`config.mk`:
```
export PLATFORM = sky130hd
export DESIGN_NAME = mem_arbiter
export DESIGN_NICKNAME = d
export VERILOG_FILES = /design/src/rtl/mem_arbiter.sv
export SDC_FILE = /design/constraint.sdc
export NUM_CORES = 1
export LEC_CHECK = 0
export ABC_AREA = 1
export CORE_MARGIN = 2
export CORE_UTILIZATION = 38
export CTS_CLUSTER_DIAMETER = 100
export CTS_CLUSTER_SIZE = 16
export DETAILED_ROUTE_END_ITERATION = 8
export PLACE_DENSITY = 0.88
export SETUP_SLACK_MARGIN = 0.2
export SLEW_MARGIN = 5
export SYNTH_ARGS = -nofsm -noshare
export SYNTH_HDL_FRONTEND = slang
export SYNTH_SLANG_ARGS = --single-unit
```
`constraint.sdc`:
```
create_clock -name clk -period 1.3 [get_ports clk]
set_input_delay 0.26 -clock clk [delete_from_list [all_inputs] [get_ports clk]]
set_output_delay 0.26 -clock clk [all_outputs]
set_load 0.02 [all_outputs]
```
`src/rtl/mem_arbiter.sv`:
```
// ============================================================================
//  Module   : mem_arbiter
//  Purpose  : Round-robin req/ack arbiter sharing one synchronous RAM between
//             the CPU memory path and the loader/debug port.
//  Revision : 1.0  initial release
// ============================================================================
`default_nettype none

module mem_arbiter #(
    parameter int ADDR_W = 9,
    parameter int DATA_W = 32,
    parameter int RD_LAT = 1
) (
    input  logic              clk,
    input  logic              rst_n,
    input  logic              cpu_req,
    input  logic              cpu_we,
    input  logic [ADDR_W-1:0] cpu_addr,
    input  logic [DATA_W-1:0] cpu_wdata,
    output logic              cpu_ack,
    output logic [DATA_W-1:0] cpu_rdata,
    input  logic              ld_req,
    input  logic              ld_we,
    input  logic [ADDR_W-1:0] ld_addr,
    input  logic [DATA_W-1:0] ld_wdata,
    output logic              ld_ack,
    output logic [DATA_W-1:0] ld_rdata,
    output logic              ram_en,
    output logic              ram_we,
    output logic [ADDR_W-1:0] ram_addr,
    output logic [DATA_W-1:0] ram_wdata,
    input  logic [DATA_W-1:0] ram_rdata,
    output logic              busy
);

    localparam logic PORT_CPU = 1'b0;
    localparam logic PORT_LD  = 1'b1;
    localparam int   CNT_W    = (RD_LAT > 1) ? $clog2(RD_LAT) : 1;
    localparam logic [CNT_W-1:0] CNT_LAST = CNT_W'(RD_LAT - 1);

    typedef enum logic [1:0] {
        IDLE   = 2'd0,
        ACCESS = 2'd1,
        WAIT   = 2'd2,
        DONE   = 2'd3
    } state_t;

    state_t            state;
    state_t            state_nxt;
    logic              owner;
    logic              last_grant;
    logic              we_q;
    logic [ADDR_W-1:0] addr_q;
    logic [DATA_W-1:0] wdata_q;
    logic [CNT_W-1:0]  wait_cnt;
    logic              grant;
    logic              grant_ld;
    logic              capture;

    always_ff @(posedge clk or negedge rst_n) begin
        if (!rst_n) begin
            state <= IDLE;
        end else begin
            state <= state_nxt;
        end
    end

    always_comb begin
        state_nxt = state;
        grant     = 1'b0;
        grant_ld  = 1'b0;
        capture   = 1'b0;
        ram_en    = 1'b0;
        ram_we    = 1'b0;
        cpu_ack   = 1'b0;
        ld_ack    = 1'b0;
        case (state)
            IDLE: begin
                if (cpu_req || ld_req) begin
                    grant = 1'b1;
                    // On conflict the port that did not win last time goes first.
                    grant_ld  = ld_req && (!cpu_req || (last_grant == PORT_CPU));
                    state_nxt = ACCESS;
                end
            end
            ACCESS: begin
                ram_en    = 1'b1;
                ram_we    = we_q;
                state_nxt = we_q ? DONE : WAIT;
            end
            WAIT: begin
                if (wait_cnt == CNT_LAST) begin
                    capture   = 1'b1;
                    state_nxt = DONE;
                end
            end
            DONE: begin
                cpu_ack   = (owner == PORT_CPU);
                ld_ack    = (owner == PORT_LD);
                state_nxt = IDLE;
            end
            default: state_nxt = IDLE;
        endcase
    end

    always_ff @(posedge clk or negedge rst_n) begin
        if (!rst_n) begin
            owner      <= PORT_CPU;
            last_grant <= PORT_LD;
            we_q       <= 1'b0;
            addr_q     <= '0;
            wdata_q    <= '0;
            wait_cnt   <= '0;
            cpu_rdata  <= '0;
            ld_rdata   <= '0;
        end else begin
            if (grant) begin
                owner   <= grant_ld;
                we_q    <= grant_ld ? ld_we    : cpu_we;
                addr_q  <= grant_ld ? ld_addr  : cpu_addr;
                wdata_q <= grant_ld ? ld_wdata : cpu_wdata;
            end
            if (state == ACCESS) begin
                wait_cnt <= '0;
            end else if (state == WAIT) begin
                wait_cnt <= wait_cnt + CNT_W'(1);
            end
            if (capture) begin
                if (owner == PORT_LD) begin
                    ld_rdata <= ram_rdata;
                end else begin
                    cpu_rdata <= ram_rdata;
                end
            end
            if (state == DONE) begin
                last_grant <= owner;
            end
        end
    end

    // RAM address/data follow the latched request and hold between accesses.
    assign ram_addr  = addr_q;
    assign ram_wdata = wdata_q;
    assign busy      = (state != IDLE);

endmodule

`default_nettype wire

```
==> impl.org, run 1 <==
** Synth
- Seq cells post-synth :: 111
- In the synthesized netlist, the number of instances is 640.
- In this run the cell area of the synthesized design comes to 5060 um^2.
- In this run, distinct cell masters in the synthesized netlist total 15.
- Net Count, Synth :: 764
- Post-Syn Area per Cell :: 7.90 um^2
- Total of warnings raised by yosys :: 0
- Sequential element share of the synthesized area :: 0.549

** Drt
- Detailed-route wire length :: 18200 um
- Total DRC errors in the routed layout :: 0
- Dividing the detail-routed via count by the number of cells gives approximately 4.8.
- Count of routing violations after the opening detailed-route iteration :: roughly 370
- Count of antenna-violating nets left after detailed routing :: 0
- The routed layout has 5469 vias.
- Dividing the detail-routed wire length by the instance count gives about 16 um.
- Pre-antenna DRT Iters :: 5

** Timing
- For the pin with the worst max-slew slack, the measured transition is about 450 ps.
- Worst setup margin :: -275 ps
- Fin. Hold Viols :: 0
- Final-report max-slew violation count :: 0
- Fin Clk Skew :: 15.9 ps
- Setup repair after global routing missed its margin :: yes
- Upper clock frequency limit :: 635 MHz
- Setup violations remaining at the end of the flow were counted as approximately 120.
- Final min period :: roughly 1600 ps
- For the final routed database, the setup TNS stands at -23650 ps.
- Max transition margin :: 0.703
- In the finished design, the share of the clock period the worst path needs comes to 1.21.

** Outcome
- The run finished, with violations left.
- Failing checks :: setup timing

** Power and ir drop
- Peak VDD IR :: approximately 0.0014 V
- Total power after layout :: 23900 uW
- The analysis attributes to cell leakage a power of roughly 0.0049 uW.
- Internal power comes to 14200 uW.
- Proportion of power drawn by flip-flops and latches :: 0.276
- Switching Fraction :: 0.406
- The share of total power dissipated in combinational logic is 0.607.
- Power spread over the standard cell area amounts to 2540 nW/um^2.
- Net Switching :: ~10000 uW
- Clock Power Share :: 0.117

** Worst setup path
- By startpoint and endpoint, the worst setup path is classified as reg2reg.
- Reg-to-reg startpoint :: state[0]$_DFFE_PN0P_
- Worst Setup Start Kind :: register
- Kind of end point of the critical path :: register
- The worst register-to-register path ends at ram_wdata[22]$_DFFE_PN0P_.
- Worst Reg2Reg Path Length in Cells :: 10
- Crit path arrival time :: 1860 ps
- For flop-to-flop paths, the worst setup slack is -270 ps.
- STA puts the critical path data required time at 1590 ps.
- Slowest cell on the critical path :: dfrtp_2
- Traced cell by cell, the critical path runs through inv_2 -> ha_4 -> buf_6 -> nand2_4 -> inv_8 -> nand2_8 -> clkbuf_16 -> nand2_2 -> nand3_2 -> nand2_1.
- Worst path max stage delay :: approximately 460 ps
- In this run the worst path has a maximum fanout of 8.

** Clock network
- Clock tree root driver cell :: clkbuf_16
- Clock-pin slew was measured on the worst setup and hold paths at approximately 80 ps.
- The later pin in the worst-skew pair is clocked with a latency of 360 ps.
- Clock buffers created by TritonCTS :: 9
- H-tree levels :: 3
- CTS Buffer Depth :: 2
- Clock Sink Count :: 111
- TritonCTS built the clock tree.

** Min path
- The worst hold path was traced through 3 stages.
- The worst hold path terminates at cpu_rdata[21]$_DFFE_PN0P_.
- Class of the worst hold path :: in2reg
- Critical hold path startpoint :: ram_rdata[21]

** Final layout
- Fraction of layout cells with a size suffix above 1 :: 0.344
- Multi-input logic area :: approximately 2000 um^2
- Area added between synthesis and finish :: 86.2%
- The sequential cells in the finished layout cover a total of between 2000 and 3000 um^2.
- At the end of the flow, the number of nets in the layout was around 1.1k.
- Number of antenna diodes :: 0
- At the end of the flow the core is filled with cells to 0.717.
- Fillers :: 857

** Floorplan
- Std-Cell Core Area :: 13100 um^2
- The die covers roughly 14000 um^2.
- For this design the top-level I/O count stands at 230.
- Starting density of the core :: 0.385
- Floorplan die height :: ~120 um
- The floorplan has 42 rows.
- Die Span X :: 119 um

** Global route
- The first global-routing pass estimated 25100 um of wire.
- The initial antenna violation count came to 0.
- Pin count of the biggest net entering global routing :: 76
- The via count of the first global-routing pass came to 5163.
- For this run the aggregate overflow at the end of global routing stands at 0.
- Aggregate global-route resource usage :: 0.221

** Placement
- Port-buffer cells :: 229
- Dpl hpwl :: 10600 um
- RD Place Congestion :: 0.858
- Worst slack, placed :: -371 ps

** Job
- The tool flagged a number of max-cap violations equal to 0.
==> stage by stage <==
stage | instances | hold WS [ps] | area (um^2)
6_report | 1139 | 461 | 9420
5_1_grt | 1139 | 473 | 9420
4_1_cts | 1099 | 462 | 8660
3_5_place_dp | 1043 | 320 | 7780
3_3_place_gp | 1043 | 317 | 7780
2_1_floorplan | 640 | -35.6 | 5160
==> cells in the final DEF, fill, tap and decap left out, drive strengths merged <==
cell / netlist / layout
dfstp: 1 / 1
nor2: 4 / 4
inv: 127 / 128
o21ai: 66 / 66
nand3: 88 / 88
clkinvlp: 0 / 1
clkdlybuf4s50: 0 / 118
dlygate4sd3: 0 / 1
dfrtp: 110 / 110
clkinv: 0 / 1
bufinv: 0 / 1
clkbuf: 6 / 17
ha: 4 / 4
nand2: 208 / 208
buf: 26 / 215
==> area by class of cell <==
cell class / instances / share of cell area
repair buffers: 341 / 0.385
clock inverters: 4 / 0.00585
well taps: 176 / 0.0234
flip-flops and latches: 111 / 0.295
inverters: 127 / 0.0522
multi-input cells: 370 / 0.213
clock buffers: 10 / 0.0254
==> cells in the mapped netlist <==
master	count	area, um^2
buf_4	5	37.5
o21ai_0	66	330
nand3_1	86	430
nor2_1	3	11.3
clkbuf_1	6	22.5
nand2_1	207	777
nor2_4	1	11.3
inv_1	124	465
inv_2	3	11.3
nand3_2	2	20.0
buf_2	21	105
dfrtp_1	110	2750
nand2_2	1	6.26
ha_1	4	50.1
dfstp_2	1	26.3
==> layer usage <==
metal	global-route usage	wire length, um	vias up
li1	-	-	2585
met1	0.260	6900	2582
met2	0.378	9320	235
met3	0.0398	1070	67
met4	0.129	956	0
met5	0	0	-
==> repair_timing <==
action,4_1_cts,5_1_grt
gates cloned,2,9
resized for setup,720,111
setup endpoints to repair,219,221
buffers inserted,39,31
endpoints found under the hold margin,110,0
hold buffers,1,0
pin swaps,6,46
==> logic make-up after synthesis <==
kind of cell / after synthesis / share of synthesized area
AO/OA/AOI/OAI: 66 / 0.0653
flip-flops: 111 / 0.549
AND/OR/NAND/NOR: 300 / 0.248
adder cells (fa/ha/maj): 4 / 0.00990
buffers and inverters: 159 / 0.127
==> worst max-delay path: cells and delay by family (launching register included) <==
kind                       cells  cell delay (ps)
adders and majority gates      1              160
DFF                            1              460
buffers and inverters          4              510
and+or+nand+nor                5              370
==> sequential cells by signal, summed over array words and instances (netlist names) <==
name and count:
cpu_rdata 32, last_grant 1, ld_rdata 32, owner 1, ram_addr 9, ram_wdata 32, state 2, wait_cnt 1
we_q 1
==> worst max path at each step <==
stage / startpoint / endpoint / slack (ps) / depth (start not counted)
CTS: state[1]$_DFFE_PN0P_ / ld_ack / -240 / 5
global placement: state[1]$_DFFE_PN0P_ / ram_we / -320 / 5
floorplan: state[0]$_DFFE_PN0P_ / ld_rdata[0]$_DFFE_PN0P_ / 40 / 6
detailed placement: state[1]$_DFFE_PN0P_ / ram_we / -370 / 5
global route: state[0]$_DFFE_PN0P_ / ram_wdata[22]$_DFFE_PN0P_ / -350 / 10
finish: state[0]$_DFFE_PN0P_ / ram_wdata[22]$_DFFE_PN0P_ / -270 / 10
==> power by group through the flow <==
stage                     clock network, uW  registers (uW)  logic [uW]
after floorplan                           0            8170        3470
final                                  2800            6590       14500
after global routing                   2990            6760       15400
after global placement                    0            6140       10500
after CTS                              2840            6500       12400
after detailed placement                  0            6200       10800
No activity file was read; power rests on OpenSTA's default activity.
==> run 2, diff against run 1 <==
--- a/config.mk
+++ b/config.mk
@@ -6,14 +6,16 @@
 export NUM_CORES = 1
 export LEC_CHECK = 0
 export ABC_AREA = 1
+export CELL_PAD_IN_SITES_DETAIL_PLACEMENT = 0
+export CELL_PAD_IN_SITES_GLOBAL_PLACEMENT = 1
 export CORE_MARGIN = 2
-export CORE_UTILIZATION = 38
+export CORE_UTILIZATION = 26
 export CTS_CLUSTER_DIAMETER = 100
 export CTS_CLUSTER_SIZE = 16
 export DETAILED_ROUTE_END_ITERATION = 8
-export PLACE_DENSITY = 0.88
+export PLACE_DENSITY = 0.87
 export SETUP_SLACK_MARGIN = 0.2
-export SLEW_MARGIN = 5
+export SLEW_MARGIN = 20
 export SYNTH_ARGS = -nofsm -noshare
 export SYNTH_HDL_FRONTEND = slang
 export SYNTH_SLANG_ARGS = --single-unit
==> impl.org, run 2 (same netlist as run 1, synthesis figures left out) <==
** Worst setup path
- The data arrival time at the worst-slack endpoint was 1830 ps (was 1860 ps).
- The kind of critical path is reg2reg (unchanged).
- Crit path launch :: state[0]$_DFFE_PN0P_ (unchanged)
- The type of element capturing the critical path was a register (unchanged).
- The worst-path maximum fanout came to 6 (was 8).
- Reg-to-reg startpoint :: state[0]$_DFFE_PN0P_ (unchanged)
- The startpoint type of the worst setup path is a register (unchanged).
- The required time of the worst setup path is 1540 ps (was 1590 ps).

** Drt
- The mean routed wirelength per cell was 16.3 um (was 16.0 um).
- Count of routing violations after the opening detailed-route iteration :: 247 (was 366)
- The residual DRC count was 0 (unchanged).
- The number of nets with antenna violations after detailed routing is 0 (unchanged).
- Mean number of vias per cell :: 4.43 (was 4.80)
- Pre-antenna DRT Iters :: 4 (was 5)
- The total number of vias was 5594 (was 5469).
- Detailed-route wire length :: 20700 um (was 18200 um)

** Clock network
- Clock buffers created by TritonCTS :: 9 (unchanged)
- The clock-pin slew on the worst setup and hold paths is 80 ps (about the same).
- H-tree levels :: 3 (unchanged)
- The buffer cell driving the clock tree root is clkbuf_16 (unchanged).
- TritonCTS clock tree :: built (unchanged)
- The clock latency on the worst-skew pair was 360 ps (about the same).
- The number of buffers on the longest clock path came to 2 (unchanged).
- Clock Sink Count :: 111 (unchanged)

** Final layout
- Area added between synthesis and finish :: 106% (was 86.2%)
- Commonest cells after routing, fill and taps aside :: nand2_1, buf_6, inv_1 (was nand2_1, buf_6, inv_1, clkdlybuf4s50_1, dfrtp_1)
- The final layout net count is 1118 (was 1084).
- The antenna cell count is 0 (unchanged).
- Post-layout util :: 0.541 (was 0.717)
- The final cell count without fillers came to 1264 (was 1139).
- Fraction of layout cells with a size suffix above 1 :: 0.412 (was 0.344)
- Most common library cell in the layout ignoring fill and taps :: nand2_1 (unchanged)

** Floorplan
- The floorplan die area came to 20600 um^2 (was 14200 um^2).
- Site row count :: 51 (was 42)
- The horizontal extent of the die came to 143 um (was 119 um).
- Std-Cell Core Area :: 19300 um^2 (was 13100 um^2)
- Floorplan die height :: 143 um (was 119 um)
- The effective utilization at floorplan came to 0.262 (was 0.385).
- The I/O pin count is 230 (unchanged).

** Timing
- Share of the clock period used by the worst path after layout :: 1.22 (was 1.21)
- Setup repair after global routing missed its margin :: yes (unchanged)
- Least-Margin Pin Slew :: 453 ps (was 445 ps)
- The setup slack after layout was -282 ps (was -275 ps).
- Final-report max-slew violation count :: 0 (unchanged)
- The maximum operating frequency was 632 MHz (was 635 MHz).
- The tightest slew margin relative to the limit came to 0.697 (was 0.703).
- The number of hold violations in the final report came to 0 (unchanged).
- Final min period :: 1580 ps (was 1570 ps)
- Fin Clk Skew :: 8.76 ps (was 15.9 ps)
- The setup-violating endpoint count in the final report was 114 (was 115).

** Global route
- Pin count of the biggest net entering global routing :: 34 (was 76)
- The initial antenna violation count is 0 (unchanged).
- The global-route wire length before repair was 28000 um (was 25100 um).
- The all-layer global routing usage was 0.176 (was 0.221).
- The global route total overflow came to 0 (unchanged).
- The via count of the first global-routing pass is 5243 (was 5163).

** Power and ir drop
- Leakage Power :: 0.00534 uW (was 0.00494 uW)
- Peak VDD IR :: 0.000857 V (was 0.00135 V)
- The total power per unit cell area is 2530 nW/um^2 (was 2540 nW/um^2).

** Min path
- The worst min-delay path category is in2async (was in2reg).

** Placement
- Dpl hpwl :: 11400 um (was 10600 um)
- The final RePlAce weighted congestion was 0.794 (was 0.858).
- Port-buffer cells :: 229 (unchanged)
- The placed cell count came to 1138 (was 1043).
- The pre-CTS setup slack was -339 ps (was -371 ps).

** Outcome
- Failing checks: setup timing (unchanged).
- Status :: finished with violations (unchanged)

** Job
- Max cap viols :: 0 (unchanged)
run 2: cell count changes in the layout (fill, tap and decap cells not counted), sizes merged:
cell	before	now
buf	215	245
bufinv	1	0
clkbuf	17	19
clkinv	1	5
clkinvlp	1	0
nand2	208	209
nand3	88	89
run 2: final cells by class:
| type | instances | area, um^2 |
|---|---|---|
| fillers | 1659 | 8840 |
| inverters | 127 | 502 |
| well taps | 265 | 332 |
| clock inverters | 6 | 62.6 |
| flip-flops and latches | 111 | 2780 |
| clock buffers | 10 | 239 |
| repair buffers | 373 | 4220 |
| multi-input cells | 372 | 2290 |
run 2: path summary, 6_finish.rpt:
path,end,slack (ps),depth (start not counted)
setup reg to reg,ld_rdata[27]$_DFFE_PN0P_,-280,8
setup / recovery,ld_rdata[27]$_DFFE_PN0P_,-280,8
hold reg to reg,last_grant$_DFFE_PN1N_,470,2
hold / removal,ram_wdata[24]$_DFFE_PN0P_,400,2
max in group asynchronous,ld_rdata[19]$_DFFE_PN0P_,360,3
min in group clk,cpu_rdata[17]$_DFFE_PN0P_,460,3
run 2: layer usage:
metal | global-route usage | up-vias | part of all wire
met4 | 0.0867 | 0 | 0.037
met2 | 0.291 | 193 | 0.50
met3 | 0.0250 | 47 | 0.045
li1 | - | 2670 | -
met5 | 0 | - | 0
met1 | 0.225 | 2684 | 0.42
run 2: metrics by stage:
step           total power (uW)  hold WS, ps  instance area (um^2)  setup TNS [ps]
2_1_floorplan             11600        -35.6                  5160               0
3_3_place_gp              17000          227                  8020          -15210
3_5_place_dp              17300          236                  8020          -19510
4_1_cts                   23200          389                  9320          -19600
5_1_grt                   27800          433                 10400          -32070
6_report                  26400          395                 10400          -24070
run 2: worst max-delay path, cell delays in order (launching register included):
cell and delay, ps:
dfrtp_2 470, inv_4 90, buf_6 100, ha_4 170
nand3_4 190, buf_6 200, buf_16 140, nand2_4 50
o21ai_2 60
run 2: timing repair:
| item | in CTS | in global routing |
|---|---|---|
| buffers inserted | 38 | 45 |
| endpoints found under the hold margin | 19 | 0 |
| gates resized for setup | 737 | 183 |
| setup endpoints to repair | 220 | 220 |
| hold buffers | 1 | 0 |
| gates cloned | 13 | 13 |
| pin swaps | 6 | 34 |
run 2: power by group:
group,switching (uW),internal [uW]
registers,1410,5230
clock network,1450,1410
logic,7980,8890
